File: src/rtl/sparse_pkg.sv
// Shared constants, state encoding and bit-count helpers for the sparse pair scheduler.
package sparse_pkg;

   localparam int BITMAP_W = 8;
   localparam int IDX_W    = 3;
   localparam int CNT_W    = 7;

   localparam logic [CNT_W-1:0] CNT_ZERO = 7'd0;
   localparam logic [CNT_W-1:0] CNT_ONE  = 7'd1;
   localparam logic [CNT_W-1:0] CNT_TWO  = 7'd2;

   typedef enum logic [1:0] {
      ST_IDLE = 2'd0,
      ST_SCAN = 2'd1,
      ST_DONE = 2'd2
   } state_e;

   function automatic logic [IDX_W:0] popcount(input logic [BITMAP_W-1:0] bits);
      logic [IDX_W:0] cnt;
      cnt = {(IDX_W+1){1'b0}};
      for (int k = 0; k < BITMAP_W; k++) begin
         if (bits[k]) begin
            cnt = cnt + {{IDX_W{1'b0}}, 1'b1};
         end else begin
            cnt = cnt;
         end
      end
      return cnt;
   endfunction

   function automatic logic [CNT_W-1:0] pair_product(input logic [BITMAP_W-1:0] a,
                                                      input logic [BITMAP_W-1:0] b);
      return CNT_W'(popcount(a)) * CNT_W'(popcount(b));
   endfunction

endpackage

File: src/rtl/pair_scheduler_next_set_bit.sv
// Finds the lowest set bit of a bitmap at or above a start index; start may be one
// past the top index, in which case nothing is found.
module next_set_bit #(
   parameter int W  = sparse_pkg::BITMAP_W,
   parameter int IW = sparse_pkg::IDX_W
) (
   input  logic [W-1:0] bitmap_i,
   input  logic [IW:0]  start_i,
   output logic [IW-1:0] pos_o,
   output logic         found_o
);

   // Priority search, scanning downward so the lowest qualifying bit wins.
   always_comb begin
      pos_o   = {IW{1'b0}};
      found_o = 1'b0;
      for (int k = W - 1; k >= 0; k--) begin
         if (bitmap_i[k] && ((IW+1)'(k) >= start_i)) begin
            pos_o   = IW'(k);
            found_o = 1'b1;
         end else begin
            found_o = found_o;
         end
      end
   end

endmodule

File: src/rtl/pair_scheduler.sv
// Walks every (i,j) pair of set bits of two occupancy bitmaps in row-major order,
// one pair per accepted handshake, with a remaining-pair counter driving out_last.
module pair_scheduler #(
   parameter int BITMAP_W = sparse_pkg::BITMAP_W,
   parameter int IDX_W    = sparse_pkg::IDX_W
) (
   input  logic                         clk,
   input  logic                         rst,
   input  logic                         in_valid,
   output logic                         in_ready,
   input  logic [BITMAP_W-1:0]          in_comp1,
   input  logic [BITMAP_W-1:0]          in_comp2,
   input  logic                         flush,
   output logic                         out_valid,
   input  logic                         out_ready,
   output logic [BITMAP_W-1:0]          out_comp1,
   output logic [BITMAP_W-1:0]          out_comp2,
   output logic [IDX_W-1:0]             out_i,
   output logic [IDX_W-1:0]             out_j,
   output logic                         out_last,
   output logic                         done,
   output logic [sparse_pkg::CNT_W-1:0] pair_count
);

   import sparse_pkg::*;

   state_e                state_q, state_d;
   logic [BITMAP_W-1:0]   comp1_q, comp1_d;
   logic [BITMAP_W-1:0]   comp2_q, comp2_d;
   logic [IDX_W-1:0]      i_q, i_d;
   logic [IDX_W-1:0]      j_q, j_d;
   logic [IDX_W-1:0]      jmin_q, jmin_d;
   logic [CNT_W-1:0]      rem_q, rem_d;
   logic [CNT_W-1:0]      pc_q, pc_d;
   logic                  last_q, last_d;

   logic [BITMAP_W-1:0]   map1_s, map2_s;
   logic [IDX_W:0]        start1_s, start2_s;
   logic [IDX_W-1:0]      pos1_s, pos2_s;
   logic                  found1_s, found2_s;
   logic [CNT_W-1:0]      pc_s;

   assign pc_s = pair_product(in_comp1, in_comp2);

   // In IDLE the searchers look at the offered bitmaps from bit 0; in SCAN they look
   // just above the current row/column of the latched bitmaps.
   always_comb begin
      if (state_q == ST_IDLE) begin
         map1_s   = in_comp1;
         map2_s   = in_comp2;
         start1_s = {(IDX_W+1){1'b0}};
         start2_s = {(IDX_W+1){1'b0}};
      end else begin
         map1_s   = comp1_q;
         map2_s   = comp2_q;
         start1_s = {1'b0, i_q} + {{IDX_W{1'b0}}, 1'b1};
         start2_s = {1'b0, j_q} + {{IDX_W{1'b0}}, 1'b1};
      end
   end

   next_set_bit #(.W(BITMAP_W), .IW(IDX_W)) u_nsb_row (
      .bitmap_i (map1_s),
      .start_i  (start1_s),
      .pos_o    (pos1_s),
      .found_o  (found1_s)
   );

   next_set_bit #(.W(BITMAP_W), .IW(IDX_W)) u_nsb_col (
      .bitmap_i (map2_s),
      .start_i  (start2_s),
      .pos_o    (pos2_s),
      .found_o  (found2_s)
   );

   // Next-state logic; flush overrides every handshake.
   always_comb begin
      state_d = state_q;
      comp1_d = comp1_q;
      comp2_d = comp2_q;
      i_d     = i_q;
      j_d     = j_q;
      jmin_d  = jmin_q;
      rem_d   = rem_q;
      pc_d    = pc_q;
      last_d  = last_q;
      if (flush) begin
         state_d = ST_IDLE;
         last_d  = 1'b0;
      end else begin
         case (state_q)
            ST_IDLE: begin
               if (in_valid) begin
                  comp1_d = in_comp1;
                  comp2_d = in_comp2;
                  pc_d    = pc_s;
                  rem_d   = pc_s;
                  i_d     = pos1_s;
                  j_d     = pos2_s;
                  jmin_d  = pos2_s;
                  last_d  = (pc_s == CNT_ONE);
                  if (found1_s && found2_s) begin
                     state_d = ST_SCAN;
                  end else begin
                     state_d = ST_DONE;
                  end
               end else begin
                  state_d = ST_IDLE;
               end
            end
            ST_SCAN: begin
               if (out_ready) begin
                  if (last_q) begin
                     state_d = ST_DONE;
                     last_d  = 1'b0;
                  end else begin
                     rem_d  = rem_q - CNT_ONE;
                     last_d = (rem_q == CNT_TWO);
                     // Column exhausted: wrap to the first column and step the row.
                     if (found2_s) begin
                        j_d = pos2_s;
                     end else begin
                        j_d = jmin_q;
                        i_d = pos1_s;
                     end
                  end
               end else begin
                  state_d = ST_SCAN;
               end
            end
            ST_DONE: begin
               state_d = ST_IDLE;
            end
            default: begin
               state_d = ST_IDLE;
            end
         endcase
      end
   end

   // State and job registers.
   always_ff @(posedge clk or negedge rst) begin
      if (!rst) begin
         state_q <= ST_IDLE;
         comp1_q <= {BITMAP_W{1'b0}};
         comp2_q <= {BITMAP_W{1'b0}};
         i_q     <= {IDX_W{1'b0}};
         j_q     <= {IDX_W{1'b0}};
         jmin_q  <= {IDX_W{1'b0}};
         rem_q   <= CNT_ZERO;
         pc_q    <= CNT_ZERO;
         last_q  <= 1'b0;
      end else begin
         state_q <= state_d;
         comp1_q <= comp1_d;
         comp2_q <= comp2_d;
         i_q     <= i_d;
         j_q     <= j_d;
         jmin_q  <= jmin_d;
         rem_q   <= rem_d;
         pc_q    <= pc_d;
         last_q  <= last_d;
      end
   end

   assign in_ready   = (state_q == ST_IDLE);
   assign out_valid  = (state_q == ST_SCAN);
   assign done       = (state_q == ST_DONE);
   assign out_last   = last_q;
   assign out_i      = i_q;
   assign out_j      = j_q;
   assign out_comp1  = comp1_q;
   assign out_comp2  = comp2_q;
   assign pair_count = pc_q;

endmodule

File: config.mk
export PLATFORM = sky130hd
export DESIGN_NAME = pair_scheduler
export DESIGN_NICKNAME = d
export VERILOG_FILES = /design/src/rtl/sparse_pkg.sv /design/src/rtl/pair_scheduler_next_set_bit.sv /design/src/rtl/pair_scheduler.sv
export SDC_FILE = /design/constraint.sdc
export NUM_CORES = 1
export LEC_CHECK = 0
export ABC_AREA = 0
export CORE_ASPECT_RATIO = 1.25
export CORE_MARGIN = 5
export CORE_UTILIZATION = 50
export CTS_CLUSTER_SIZE = 12
export DETAILED_ROUTE_END_ITERATION = 8
export HOLD_SLACK_MARGIN = 0.08
export PLACE_DENSITY = 0.74
export SYNTH_ARGS = -nofsm -noshare
export SYNTH_HDL_FRONTEND = slang
export SYNTH_SLANG_ARGS = --single-unit
File: constraint.sdc
create_clock -name clk -period 4.34 [get_ports clk]
set_input_delay 0.651 -clock clk [delete_from_list [all_inputs] [get_ports clk]]
set_output_delay 0.651 -clock clk [all_outputs]
set_load 0.02 [all_outputs]
==> parameters.txt <==
Parameter                              Value

Clocking
  Clock slew at reported path FFs    0.09 ns
  Buffer cell driving the clock tree root    clkbuf_8
  Clock tree from TritonCTS    yes
  Clock Sinks    42
  Later-pin clock latency in the skew report    0.31 ns
  Maximum clock path buffer count    2
  TritonCTS Buffers    5
  Maximum level of the CTS H-tree    2

Floorplan
  Area of the core    7840 sq um
  Standard-cell rows    36
  Initial cell density of the core    approximately half
  Floorplan die area    9930 sq um
  Die width    90.1 um
  Die Ht    110 um
  Count of boundary I/O pins    54

Layout
  Share of layout cells above drive strength 1    31.1%
  Number of nets in the layout    686
  Reg area    1050 sq um
  Share of the core filled with cells    74.3%
  Footprint of the multi-input gates    3110 sq um
  Antenna Diode Count    0
  Area added between synthesis and finish    45.1%
  Filler Cells Inserted    586
  Summed area of non-filler cells in the final layout    about 5800 sq um

Route
  WL final    between 10 and 15 mm
  Detailed-route via count    around 4,200
  Post-DRT Antenna Nets    0
  DRC violation count after routing    0
  Via-per-instance ratio    5.72
  Number of iterations in the first detailed-routing pass    5
  Initial detailed-routing violation count    around 190
  Drt wl/cell    15.9 um

Global route
  First-pass GRT wire length    19.8 mm
  Via count of the first global-routing pass    roughly 4,400
  Pin count of the biggest net entering global routing    43
  Overflow left after global routing    0
  Tot GR Track Use    between 20% and 30%
  Number of antenna violations at the first check in global routing    0

STA
  Minimum hold slack    about 0.5 ns
  Accumulated negative setup slack    -12.22 ns
  Min Clock Period, post-route    6.25 ns
  Relative slew margins    34.6%
  Fin. Hold Viols    0
  Transition time at the pin with the least slew margin    ~0.98 ns
  Worst setup slack after layout    -1.91 ns
  Final number of setup-violating endpoints    11
  Fin Clk Skew    0.00298 ns
  Fin crit share    144%
  Unrepaired setup endpoints after global routing    true
  Highest attainable clock frequency    between 150 and 200 MHz
  Pins Over Slew Limit    0

Power
  LEAKAGE    2.71 nW
  Worst IR drop on VDD    0.574 mV
  Ratio of total power to cell area    about 580 nW/um^2

Run status
  Outcome    finished, violations left
  Failing checks    setup timing

Placed design
  Placed wire-length estimate after detailed placement    8.83 mm
  Routability Congestion    0.901
  Number of input and output port buffers inserted    53
  Placement-stage cell area    roughly 5400 sq um

Setup path
  CP endpoint kind    register
  CP max FO    6
  Required @ worst endpoint    ~4.5 ns
  Setup CP Type    input pin to register
  Reg2Reg Setup Slack    roughly 1.4 ns
  Worst reg2reg endpoint    out_i[1]$_DFFE_PN0P_
  Capture point of the worst path    rem_q[6]$_DFFE_PN0P_
  Start of the worst register-to-register path    state_q[0]$_DFFE_PN0P_
  Critical path launch point type    input pin
  CP startpoint    in_comp1[1]
  Buffer and inverter count on the worst path    4
  Slowest Stage Delay on Critical Path    between 0.5 and 0.6 ns
  Arrival time at the worst endpoint    6.45 ns
  Worst path slowest cell    fa_1
  Most frequent cell on the critical path    ha_4
  Count of cells along the worst register-to-register path    9
  CP Depth    28
  Family of cells with the greatest summed delay on the critical path    adder cells

Yosys
  Yosys reg bits    42
  Post-synthesis area per instance    just over 8 sq um
  Number of flops mapped to enable cells by yosys    0
  Post-synthesis cell type count    75
  Yosys top cell area share    26.2%
  Synth Flop Type    dfrtp_1
  Post-synthesis compound-gate area fraction    20.2%
  FFs w/ async S/R, synth    100%
  Top cell type by total area after synthesis    dfrtp_1
  Simple-Gate Fraction of Synth Area    22.2%
  Multiplexer area fraction after synthesis    4.99%
  Post-synthesis adder-cell area fraction    around 11%
  Combinational family with the most area after synthesis    simple AND/OR/NAND/NOR gates
  Count of yosys warnings during synthesis    0
  Seq/Total Area, Yosys    26.2%
  Syn Inst Count    499
  Cell Area, Synth    around 4000 sq um
  Biggest area contributors in the synthesized netlist    dfrtp_1, ha_1, nand2_1
  Post-synthesis xor/xnor area fraction    under 10%
  Post-synthesis net count    552

Run
  # Max-Cap Violations    0

Hold path
  Worst hold start    pair_count[1]$_DFFE_PN0P_
  Worst hold-check path type    register to register
==> cells in the final DEF, fill, tap and decap left out, drive strengths merged, types with 3 or more instances in the layout <==
cell and instances:
a211oi 3, a21boi 4, a21o 6, a21oi 24, a22o 3, a22oi 3
a31oi 8, and2 6, and3 9, buf 107, clkbuf 6, clkdlybuf4s50 44
dfrtp 42, fa 4, ha 28, inv 28, mux2 8, mux2i 11
nand2 88, nand2b 11, nand3 6, nor2 30, nor2b 9, nor3 15
o211ai 3, o21a 4, o21ai 27, o22ai 6, o311ai 3, o31ai 6
or2 3, or3 3, xnor2 24, xnor3 3, xor2 11
==> synthesized netlist by cell type, types with 7 or more instances <==
master / n
xor2_1: 11
ha_1: 28
mux2i_1: 11
inv_1: 27
nor2b_1: 9
nand2_1: 88
a21oi_1: 23
and3_1: 9
nand2b_1: 11
mux2_2: 7
o21ai_0: 24
nor2_1: 30
xnor2_1: 22
nor3_1: 15
dfrtp_1: 42
a31oi_1: 8
clkbuf_1: 22
==> worst min path at each step <==
stage                                end  slack, ns  cells after the start
6_report       pair_count[1]$_DFFE_PN0P_       0.49                      2
5_1_grt            jmin_q[1]$_DFFE_PN0P_       0.54                      1
4_1_cts        pair_count[1]$_DFFE_PN0P_       0.49                      2
3_5_place_dp   pair_count[1]$_DFFE_PN0P_       0.47                      2
3_3_place_gp   pair_count[3]$_DFFE_PN0P_       0.46                      2
2_1_floorplan      jmin_q[0]$_DFFE_PN0P_       0.36                      0
==> sequential cells by signal, summed over array words and instances (netlist names) <==
register	count
out_comp1	8
out_comp2	8
pair_count	7
jmin_q	3
out_i	3
rem_q	7
out_j	3
out_last	1
state_q	2
==> worst reg2reg max path, stage by stage, from the launching register on <==
cell and delay (ns):
dfrtp_1 0.42, or2_2 0.45, inv_1 0.36, nor2_1 0.10, a22oi_1 0.21, a21oi_1 0.16, or2_2 0.33, nor2_1 0.26
o21a_1 0.23, mux2_2 0.35
==> where the power goes <==
part | total (mW) | internal, mW | switching, mW
sequential | 0.694 | 0.533 | 0.162
clock | 0.264 | 0.114 | 0.151
combinational | 2.44 | 1.23 | 1.21
total | 3.40 | 1.87 | 1.52
==> metal layers <==
layer	track usage, %	vias to the layer above	wire length, um	share of wire [%]
met3	2.24	20	554	4.8
met1	27.7	2021	4610	40
li1	-	2006	-	-
met2	47.2	126	6320	54
met5	0	-	0	0
met4	5.32	0	142	1.2
==> per-stage QoR <==
stage	cells	setup WS, ns	power (mW)
global placement	711	-2.56	2.80
finish	729	-1.91	3.40
global route	729	-2.11	3.67
CTS	724	-2.11	3.31
floorplan	499	-2.09	1.99
detailed placement	711	-2.75	2.87
==> cell families after synthesis <==
group | after synthesis
compound gates | 120
xor+xnor | 38
fa+ha+maj | 33
buf+inv | 56
flops | 42
mux | 19
simple gates | 191
==> timing repair <==
item,in CTS,in global routing
buffers inserted,5,6
setup endpoints to repair,13,12
hold buffers,0,0
pin swaps,32,20
resized for setup,52,24
==> layout make-up <==
type / count / area share, %
Multi-Input combinational cell: 401 / 53.5
Timing Repair Buffer: 155 / 22.7
Sequential cell: 42 / 18.1
Inverter: 28 / 2.19
Tap cell: 95 / 2.04
Clock buffer: 6 / 1.25
Clock inverter: 2 / 0.236
Power figures use the tool's default switching activity.
